--- config.mk ---
export PLATFORM = sky130hd
export DESIGN_NAME = demux_1_8_deser
export DESIGN_NICKNAME = d
export VERILOG_FILES = /design/src/rtl/demux_1_8_deser.sv
export SDC_FILE = /design/constraint.sdc
export NUM_CORES = 1
export LEC_CHECK = 0
export CAP_MARGIN = 20
export CORE_MARGIN = 2
export CORE_UTILIZATION = 45
export DETAILED_ROUTE_END_ITERATION = 6
export PLACE_DENSITY_LB_ADDON = 0.3
export SETUP_SLACK_MARGIN = 0.4
export SYNTH_ARGS = -nofsm -noshare
export SYNTH_HDL_FRONTEND = slang
export SYNTH_SLANG_ARGS = --single-unit
--- constraint.sdc ---
create_clock -name clk -period 1.7 [get_ports clk]
set_input_delay 0.34 -clock clk [delete_from_list [all_inputs] [get_ports clk]]
set_output_delay 0.34 -clock clk [all_outputs]
set_load 0.03 [all_outputs]
--- src/rtl/demux_1_8_deser.sv ---
// demux_1_8_deser: sequential 1:8 demultiplexer / deserializer.
// Serial bits fill one slot per valid edge. A completed word moves to a
// valid/ready holding register. The running slot index is exported so an
// upstream 8:1 mux can use it as its select.
// Optional build macro: DEMUX_MSB_FIRST_EN. When defined, slot k maps to
// dout[WIDTH-1-k]. When undefined, slot k maps to dout[k].
// WIDTH must be a power of two (>= 2), and 2**SEL_W must equal WIDTH.
module demux_1_8_deser #(
  parameter int WIDTH = 8,
  parameter int SEL_W = 3
) (
  input  logic             clk,
  input  logic             rst,
  input  logic             din,
  input  logic             din_valid,
  input  logic             sync,
  output logic [SEL_W-1:0] slot,
  output logic [WIDTH-1:0] dout,
  output logic             dout_valid,
  input  logic             dout_ready,
  output logic             overrun,
  output logic             misalign
);

`ifdef DEMUX_MSB_FIRST_EN
  localparam bit MSB_FIRST = 1'b1;
`else
  localparam bit MSB_FIRST = 1'b0;
`endif

  localparam logic [SEL_W-1:0] LAST_SLOT = SEL_W'(WIDTH - 1);

  logic [SEL_W-1:0] r_slot;
  logic [WIDTH-1:0] r_asm;
  logic [WIDTH-1:0] r_dout;
  logic             r_dout_valid;
  logic             r_overrun;
  logic             r_misalign;

  logic             w_take_sync;
  logic             w_take_bit;
  logic             w_complete;
  logic             w_misalign;
  logic [SEL_W-1:0] w_slot_next;
  logic [WIDTH-1:0] w_asm_next;
  logic [WIDTH-1:0] w_bit_hit;

  // A sync is only honoured together with a valid bit. It restarts the frame.
  assign w_take_sync = din_valid & sync;
  assign w_take_bit  = din_valid & ~sync;
  // The word completes when a plain data bit lands in the last slot.
  assign w_complete  = w_take_bit & (r_slot == LAST_SLOT);
  assign w_misalign  = w_take_sync & (r_slot != '0);

  // The slot index advances on every accepted bit and wraps naturally at WIDTH.
  // A sync forces it to 1, because slot 0 is consumed by the sync bit itself.
  always_comb begin
    w_slot_next = r_slot;
    if (w_take_sync) begin
      w_slot_next = SEL_W'(1);
    end else if (w_take_bit) begin
      w_slot_next = r_slot + SEL_W'(1);
    end
  end

  // Per-bit next value of the assembly register. Each dout bit position knows
  // which slot feeds it. The ordering macro only changes that mapping.
  genvar gi;
  generate
    for (gi = 0; gi < WIDTH; gi++) begin : g_bit
      localparam int BIT_SLOT = MSB_FIRST ? (WIDTH - 1 - gi) : gi;
      localparam bit IS_FIRST = (BIT_SLOT == 0);
      assign w_bit_hit[gi]  = (r_slot == SEL_W'(BIT_SLOT));
      assign w_asm_next[gi] = w_take_sync ? (IS_FIRST ? din : 1'b0) :
                              (w_take_bit && w_bit_hit[gi]) ? din : r_asm[gi];
    end
  endgenerate

  // Capture path: the slot counter and the assembly register. Neither stalls
  // on backpressure.
  always_ff @(posedge clk or posedge rst) begin
    if (rst) begin
      r_slot <= '0;
      r_asm  <= '0;
    end else begin
      r_slot <= w_slot_next;
      r_asm  <= w_asm_next;
    end
  end

  // Holding register and handshake. A completed word loads if the holder is
  // free, or is being drained this edge. Otherwise the word is dropped and
  // overrun is flagged, and the flag stays set until reset.
  always_ff @(posedge clk or posedge rst) begin
    if (rst) begin
      r_dout       <= '0;
      r_dout_valid <= 1'b0;
      r_overrun    <= 1'b0;
    end else if (w_complete) begin
      if (!r_dout_valid || dout_ready) begin
        r_dout       <= w_asm_next;
        r_dout_valid <= 1'b1;
      end else begin
        r_overrun    <= 1'b1;
      end
    end else if (r_dout_valid && dout_ready) begin
      r_dout_valid <= 1'b0;
    end
  end

  // One-cycle pulse when a sync interrupts a partially assembled word.
  always_ff @(posedge clk or posedge rst) begin
    if (rst) begin
      r_misalign <= 1'b0;
    end else begin
      r_misalign <= w_misalign;
    end
  end

  assign slot       = r_slot;
  assign dout       = r_dout;
  assign dout_valid = r_dout_valid;
  assign overrun    = r_overrun;
  assign misalign   = r_misalign;

endmodule

==> impl_metrics.json, run 1 <==
{
  "arrival_ps": 1720,
  "synth_flop_cell": "dfrtp_1",
  "dp_cells": 138,
  "start_util_pct": 46.9,
  "syn_inst": 92,
  "ios": 20,
  "tightest_slew_ps": 338,
  "yosys.area.top_type": "dfrtp_1",
  "finalPower_mw": 2.06,
  "syn_area_mm2": 0.00102,
  "finalWirelength_mm": 2.48,
  "clk_path_buf_depth": 2,
  "met2_length_mm": 1.28,
  "fin_crit_sh_pct": 89.3,
  "power_density_mw_per_mm2": 1380,
  "leakage_nw": 0.696,
  "max_freq_mhz": 658,
  "netlist.area_leader.share_pct": 51.7,
  "syn_avg_cell_area_um2": 11.1,
  "first_iter_violations": 5,
  "synth-seq-cells": 21,
  "firstDrtPassIters": 4,
  "topRoutingLayerUsed": "met4",
  "m1WireLength_mm": 1.04,
  "first_global_vias": 777,
  "drt-wirelength-per-cell_um": 16.6,
  "synth-async-reset-ratio_pct": 100,
  "drive_gt1_share_pct": 54.5,
  "drc": 0,
  "wl_met3_um": 116,
  "stdcell_count": 149,
  "numPortBuffers": 19,
  "grt_max_degree": 22,
  "ys_top_cells_by_area": "dfrtp_1 (52%), ha_1 (7.4%), a21oi_1 (6.4%)",
  "slew_headroom_pct": 77.4,
  "synth_edf_count": 0,
  "finalSetupViolCount": 0,
  "dp_hpwl_mm": 1.42,
  "ant_nets": 0,
  "cts-buffers-inserted": 3,
  "cp-end-kind": "flip-flop",
  "die_h_um": 51.5,
  "path_max_fanout": 3,
  "antenna_found_initial": 0,
  "rsz0062_at_grt": "yes",
  "diodes": 0,
  "ys_seq_area_share_pct": 51.7,
  "maxSlewViolCount": 0,
  "area_growth_pct": 46.7,
  "root_buffer": "clkbuf_4",
  "clock_sinks": 21,
  "dieArea_mm2": 0.00266,
  "critPathRequiredTime_ps": 1900,
  "clk_latency_ps": 310,
  "ys_warn_count": 0,
  "utilization_pct": 68.8,
  "synth_nets": 104,
  "final_cell_mix": "dfrtp_1 (18), a21oi_2 (11), buf_2 (11)",
  "final_common_cell": "dfrtp_1",
  "fill_cells": 160,
  "start_kind": "flip-flop",
  "final_net_count": 134,
  "setup-tns-final_ps": 0,
  "vias_per_cell": 5.26,
  "ctsHoldBuffers": 0,
  "row_count": 17,
  "vias": 783,
  "core_area_mm2": 0.00217,
  "hold_viol_final": 0,
  "clk_pin_slew_worst_paths_ps": 110,
  "outcome": "finished clean",
  "grtUsageTotal_pct": 18.2,
  "ir_drop_mv": 0.756,
  "skew_ps": 5.34,
  "hold_path.class": "in -> async",
  "cts_tree": "built",
  "place.gp.congestion": 0.737,
  "die_x_um": 51.5,
  "path_class": "reg -> reg",
  "period_needed_ps": 1520,
  "overflow": 0,
  "drv_cap": 0,
  "grt_first_pass_wirelength_mm": 3.46,
  "htree_levels": 1,
  "netlist-cell-type-count": 25
}
-- sequential cells by signal (all words and copies together), names as in the netlist --
name / count
dout: 8
r_asm: 7
slot: 3
dout_valid: 1
misalign: 1
overrun: 1
-- critical path: stages, from the launching register on --
cell and delay (ps):
dfrtp_2 460, ha_4 190, ha_4 160, and3b_1 180
and2_4 150, mux2_4 290
-- routing by layer --
metal / up-vias / GRT usage (%)
met3: 6 / 3.45
li1: 379 / -
met1: 377 / 22.2
met2: 21 / 30.1
met5: - / 0
met4: 0 / 10.5
-- kinds of logic after synthesis --
| logic type | Yosys count | share of synthesized area (%) |
|---|---|---|
| multiplexers | 6 | 6.40 |
| AND/OR/NAND/NOR | 20 | 11.9 |
| adder cells (fa/ha/maj) | 6 | 7.38 |
| buffers and inverters | 12 | 6.64 |
| flip-flops | 21 | 51.7 |
| AO/OA/AOI/OAI | 27 | 16.0 |
-- area by class of cell --
class	instances	area, µm²	area share (%)
multi-input cells	59	621	41.6
flip-flops and latches	21	529	35.5
well taps	28	35.0	2.35
inverters	5	18.8	1.26
clock buffers	4	26.3	1.76
repair buffers	32	263	17.6
-- stage by stage --
step           hold slack [ps]  cell area, µm²  setup slack (ps)
2_1_floorplan              316            1060             -77.9
3_3_place_gp               460            1270             -16.9
3_5_place_dp               474            1270             -54.3
4_1_cts                    357            1330               202
5_1_grt                    362            1490               152
6_report                   347            1490               181
-- path summary, 6_finish.rpt --
check,startpoint,endpoint,slack (ps),cells after the start
max,slot[1]$_DFFE_PP0P_,dout[7]$_DFFE_PP0P_,180,5
min,rst,dout[1]$_DFFE_PP0P_,350,3
max reg2reg,slot[1]$_DFFE_PP0P_,dout[7]$_DFFE_PP0P_,180,5
min reg2reg,overrun$_DFFE_PP0P_,overrun$_DFFE_PP0P_,490,1
max in group asynchronous,rst,slot[2]$_DFFE_PP0P_,1120,3
min in group clk,din_valid,slot[2]$_DFFE_PP0P_,460,2
-- power breakdown --
group / leakage (nW) / internal, mW / switching, mW / total [mW]
Sequential: 0.274 / 0.659 / 0.131 / 0.790
Combinational: 0.407 / 0.441 / 0.583 / 1.02
Clock: 0.0150 / 0.0918 / 0.153 / 0.245
-- synth_stat cells (2+ instances only) --
cell / instances
dfrtp_1: 21
a21oi_1: 13
ha_1: 6
nand2_1: 6
mux2i_1: 5
o2bb2ai_1: 5
clkbuf_1: 4
inv_1: 4
o21ai_0: 4
buf_6: 3
nand2b_1: 3
nor2b_1: 3
a31oi_1: 2
nand3b_1: 2
-- timing repair --
item / CTS / global route
setup buffers: 4 / 3
setup endpoints to repair: 28 / 19
pin swaps: 7 / 6
resized for setup: 88 / 32
(Power assumes the default switching activity.)
==> inputs of run 2 (changes only) <==
--- a/config.mk
+++ b/config.mk
@@ -5,7 +5,7 @@
 export SDC_FILE = /design/constraint.sdc
 export NUM_CORES = 1
 export LEC_CHECK = 0
-export CAP_MARGIN = 20
+export CAP_MARGIN = 25
 export CORE_MARGIN = 2
 export CORE_UTILIZATION = 45
 export DETAILED_ROUTE_END_ITERATION = 6
==> constraint.sdc (replaced) <==
create_clock -name clk -period 1.4 [get_ports clk]
set_input_delay 0.28 -clock clk [delete_from_list [all_inputs] [get_ports clk]]
set_output_delay 0.28 -clock clk [all_outputs]
set_load 0.03 [all_outputs]
==> run 2 against run 1 <==
The run now ends with negative setup slack left. Via count rose by 7.5%. Clock skew increased by 6.3 ps. Wire length up 1.7%. Register-to-register slack worse by 260 ps. Hold slack worse by 71 ps. Largest cell class unchanged. Worst setup slack lost 260 ps. Critical path depth stayed put. Design area increased by 15%. Sequential cell count stayed put. First-iteration DRC count grew 60%. Total power increased by 41%. Count of clock-buffer cells in the layout unchanged. Critical path type unchanged.
==> impl_metrics.json, run 2 (synthesis results as in run 1) <==
{
  "first_iter_violations": 8,
  "clk_pin_slew_worst_paths_ps": 120,
  "firstDrtPassIters": 4,
  "grt_first_pass_wirelength_mm": 4.08,
  "drive_gt1_share_pct": 65.0,
  "area_growth_pct": 69.4,
  "overflow": 0,
  "arrival_ps": 1700,
  "stdcell_count": 168,
  "dp_hpwl_mm": 1.62,
  "dp_cells": 150,
  "seq_area_um2": 529,
  "crit_path_frequent_cell": "ha_4",
  "outcome": "complete, but fails checks",
  "drt-wirelength-per-cell_um": 15.0,
  "ant_nets": 0,
  "violations": "negative setup slack",
  "maxSlewViolCount": 0,
  "postPlaceCellArea_mm2": 0.00136,
  "max_freq_mhz": 674,
  "root_buffer": "clkbuf_4",
  "cts-buffers-inserted": 3,
  "cp-end-kind": "flip-flop",
  "ir_drop_mv": 1.15,
  "rsz0062_at_grt": "yes",
  "core_area_mm2": 0.00217,
  "hold_viol_final": 0,
  "period_needed_ps": 1480,
  "antenna_found_initial": 0,
  "critPathRequiredTime_ps": 1610,
  "vias": 842,
  "utilization_pct": 79.4,
  "final_common_cell": "buf_4",
  "final_cell_mix": "buf_4 (29), dfrtp_1 (18), buf_6 (16)",
  "htree_levels": 1,
  "final_net_count": 153,
  "largest_reg_flops": 8,
  "clock_sinks": 21,
  "multi_input_area_um2": 639,
  "row_count": 17,
  "die_x_um": 51.5,
  "clk_path_buf_depth": 2,
  "path_class": "reg -> reg",
  "cpMaxStageDelayCell": "dfrtp_2",
  "first_global_vias": 882,
  "start_util_pct": 46.9,
  "start_kind": "flip-flop",
  "finalSetupViolCount": 10,
  "place.gp.congestion": 0.709,
  "dieArea_mm2": 0.00266,
  "setup-tns-final_ps": -505,
  "power_density_mw_per_mm2": 1690,
  "cts_tree": "built",
  "grtUsageTotal_pct": 21.3,
  "skew_ps": 11.7,
  "leakage_nw": 0.777,
  "postLayoutSetupSlackWorst_ps": -82.9,
  "fin_crit_sh_pct": 106,
  "ff2ff_path_depth": 5,
  "clk_latency_ps": 310,
  "numPortBuffers": 19,
  "fill_cells": 126,
  "slowest_delay_ps": 440,
  "hold_path.class": "in -> async",
  "die_h_um": 51.5,
  "path_max_fanout": 3,
  "finalPower_mw": 2.91,
  "worstPathCellList": "ha_4 > ha_4 > and3b_1 > and2_4 > mux2_4",
  "vias_per_cell": 5.01,
  "drv_cap": 0,
  "finalWirelength_mm": 2.52,
  "ios": 20,
  "tightest_slew_ps": 276,
  "diodes": 0,
  "drc": 0,
  "slew_headroom_pct": 81.6,
  "final_cell_area_mm2": 0.00172,
  "grt_max_degree": 22
}
## run 2: changes by cell type in the layout (fill, tap and decap cells not counted), moves of 2 or more
cell / delta
buf_2: -11
o2bb2ai_2: +2
nand2_4: -2
buf_4: +20
buf_6: +10
ha_4: +2
inv_1: -2
o2bb2ai_1: -2
inv_4: +2
## run 2: critical path: cells and delay by family (launching register included)
kind,cells,cell delay [ps]
multiplexers,1,290
AND/OR/NAND/NOR,2,320
adder cells (fa/ha/maj),2,320
flip-flops,1,440
## run 2: path summary, 6_finish.rpt
kind                                      from                   to  slack (ps)
setup / recovery           slot[0]$_DFFE_PP0P_  dout[7]$_DFFE_PP0P_         -80
hold / removal                             rst  slot[1]$_DFFE_PP0P_         280
min in group clk            r_asm[4]$_DFF_PP0_   r_asm[4]$_DFF_PP0_         510
max in group asynchronous                  rst  slot[2]$_DFFE_PP0P_         900
hold reg to reg             r_asm[4]$_DFF_PP0_   r_asm[4]$_DFF_PP0_         510
setup reg to reg           slot[0]$_DFFE_PP0P_  dout[7]$_DFFE_PP0P_         -80
## run 2: timing repair
item | 4_1_cts | 5_1_grt
setup endpoints to repair | 35 | 35
hold buffers | 0 | 0
gates resized for setup | 107 | 16
pin swaps | 8 | 2
buffers inserted | 9 | 5
## run 2: area by class of cell
cell class                      count  area share [%]
Tap cell                           28            2.03
Inverter                            5            1.45
Timing Repair Buffer               51            27.2
Multi-Input combinational cell     59            37.1
Clock buffer                        4            1.53
Sequential cell                    21            30.7
## run 2: power breakdown
| group | total [mW] | internal, mW | leakage [nW] | switching, mW |
|---|---|---|---|---|
| clock network | 0.294 | 0.111 | 0.0150 | 0.182 |
| registers | 0.964 | 0.800 | 0.274 | 0.164 |
| logic | 1.65 | 0.874 | 0.488 | 0.776 |
| total | 2.91 | 1.79 | 0.777 | 1.12 |
## run 2: per-layer routing
layer  track usage (%)  vias up  part of all wire, %
met5                 0        -                    0
met4              7.89        0                  1.1
met3              2.87        2                  3.2
met2              37.2       18                   54
met1              26.9      407                   42
li1                  -      415                    -
## run 2: through the flow
step | setup slack (ps) | hold slack (ps)
after floorplan | -378 | 256
after global placement | -136 | 463
after detailed placement | -182 | 461
after CTS | -84.7 | 289
after global routing | -179 | 297
final | -82.9 | 277
==> variant: new RTL, settings of run 1 <==
Change the parameter `SEL_W` from 3 to 5.
--- a/src/rtl/demux_1_8_deser.sv
+++ b/src/rtl/demux_1_8_deser.sv
@@ -7,7 +7,7 @@
 // WIDTH must be a power of two (>= 2), and 2**SEL_W must equal WIDTH.
 module demux_1_8_deser #(
   parameter int WIDTH = 8,
-  parameter int SEL_W = 3
+  parameter int SEL_W = 5
 ) (
   input  logic             clk,
   input  logic             rst,
Ports: changed (resized slot); port bits go from 20 to 22. No check against the original RTL was run, so the function may have changed too.
==> variant against run 1 <==
  * Power is 23% lower
  * Design area is 13% higher
  * Sequential cell count is 2 higher
  * Setup slack better by 0.046 ns
  * Area after synthesis is 15% higher
  * Global-route usage is 2.7 points higher
  * Wire length is 18% higher
  * Highest routed layer unchanged
==> variant: results (changes against run 1) <==
[clocking]
clock_sink_count = 23  ; +9.5%

[final_layout]
multi_input_comb_area_um2 = 645.6  ; +4.0%
final.fill_count = 191  ; +19%
final.signal_buffer_count = 48  ; +50%
area.share.sequential_pct = 34.60  ; -0.86 points
layout.buffer.nonclock.area_share_pct = 21.65  ; +4.0 points
layout.comb_gates.multi_input = 73  ; +24%
layout.non_clock_inverters = 7  ; +2
final-clk-cell-share_pct = 1.563  ; -0.20 points
area_growth_syn_to_layout_pct = 43.74
drive_gt1_share_pct = 52.26  ; -2.3 points

[logic_synthesis]
muxShareOfSynthArea_pct = 5.882  ; -0.51 points
mean_instance_size_in_the_synthesized_netlist_um2 = 10.45  ; -5.5%
synth_commonest_cells = dfrtp_1, o21ai_0, a21oi_1, a31oi_1, inv_1
synth-adder-area-share_pct = 4.278  ; -3.1 points
postSynthNetCount = 122  ; +17%
synthTopCellsByArea = dfrtp_1, o21ai_0, ha_1, a31oi_1, a21oi_1
synth-compound-area-share_pct = 14.12  ; -1.9 points
yosysSeqAreaShare_pct = 49.20  ; -2.5 points

[route]
detailedRoute.firstIterationViolations = 16  ; +11
detail_route.wl_per_cell_um = 15.81  ; -4.9%

[power_and_ir_drop]
power_per_cell_area_nw_per_um2 = 948.3  ; -31%
power_leakage_nw = 0.7742  ; +11%
switching_power_w = 0.0005981  ; -31%
fin_total_pwr_w = 0.001595  ; -23%
power.clock.total_w = 0.000252  ; +3%
power.share.combinational_pct = 39.9  ; -9.8 points

[die]
initial_core_util_pct = 47.22  ; +0.34 points

[global_routing]
grt_first_pass_wirelength_um = 4450  ; +29%
first_global_vias = 990  ; +27%
grt_max_degree = 15  ; -32%

[placed_design]
final_weighted_congestion_of_routability_driven_global_placement = 0.7767  ; +5.4%
hpwlAfterDp_um = 1899  ; +34%
place_inst = 167  ; +21%
placement.io_buffers = 21  ; +2

[run_status]
status = completed

[sta]
holdWs_ns = 0.2957  ; -0.05179 ns
worstMarginPinSlew_ns = 0.3929  ; +0.05461 ns
final.setup_skew_ns = 0.002004  ; -0.003336 ns

[setup_path]
cp_max_fo = 5  ; +2

-- variant: changes by cell type in the layout (fill, tap and decap cells not counted), sizes merged, moves of 3 or more --
cell / delta
nand4bb: +3
mux2i: -3
and4bb: +3
nor2: +3
o2bb2ai: -5
inv: +3
a21oi: -6
buf: +16
nand3: +6
o21ai: +8
a31oi: +5
mux2: +3
-- variant: layer usage --
layer / global-route usage, % / vias to the layer above / routed length [µm]
li1: - / 484 / -
met1: 25.77 / 498 / 1275
met2: 36.51 / 30 / 1470
met3: 3.226 / 5 / 139
met4: 8.130 / 0 / 39
met5: 0 / - / 0
-- variant: worst max-delay path: stages (launching register included) --
cell and delay (ns):
dfrtp_2 0.45, ha_4 0.15, and4bb_2 0.27, and3_4 0.21
mux2_4 0.29
-- variant: repair_timing --
action / CTS / global route
setup endpoints to repair: 34 / 24
gates resized for setup: 104 / 20
setup buffers: 9 / 5
hold buffers: 0 / 0
pin swaps: 10 / 3
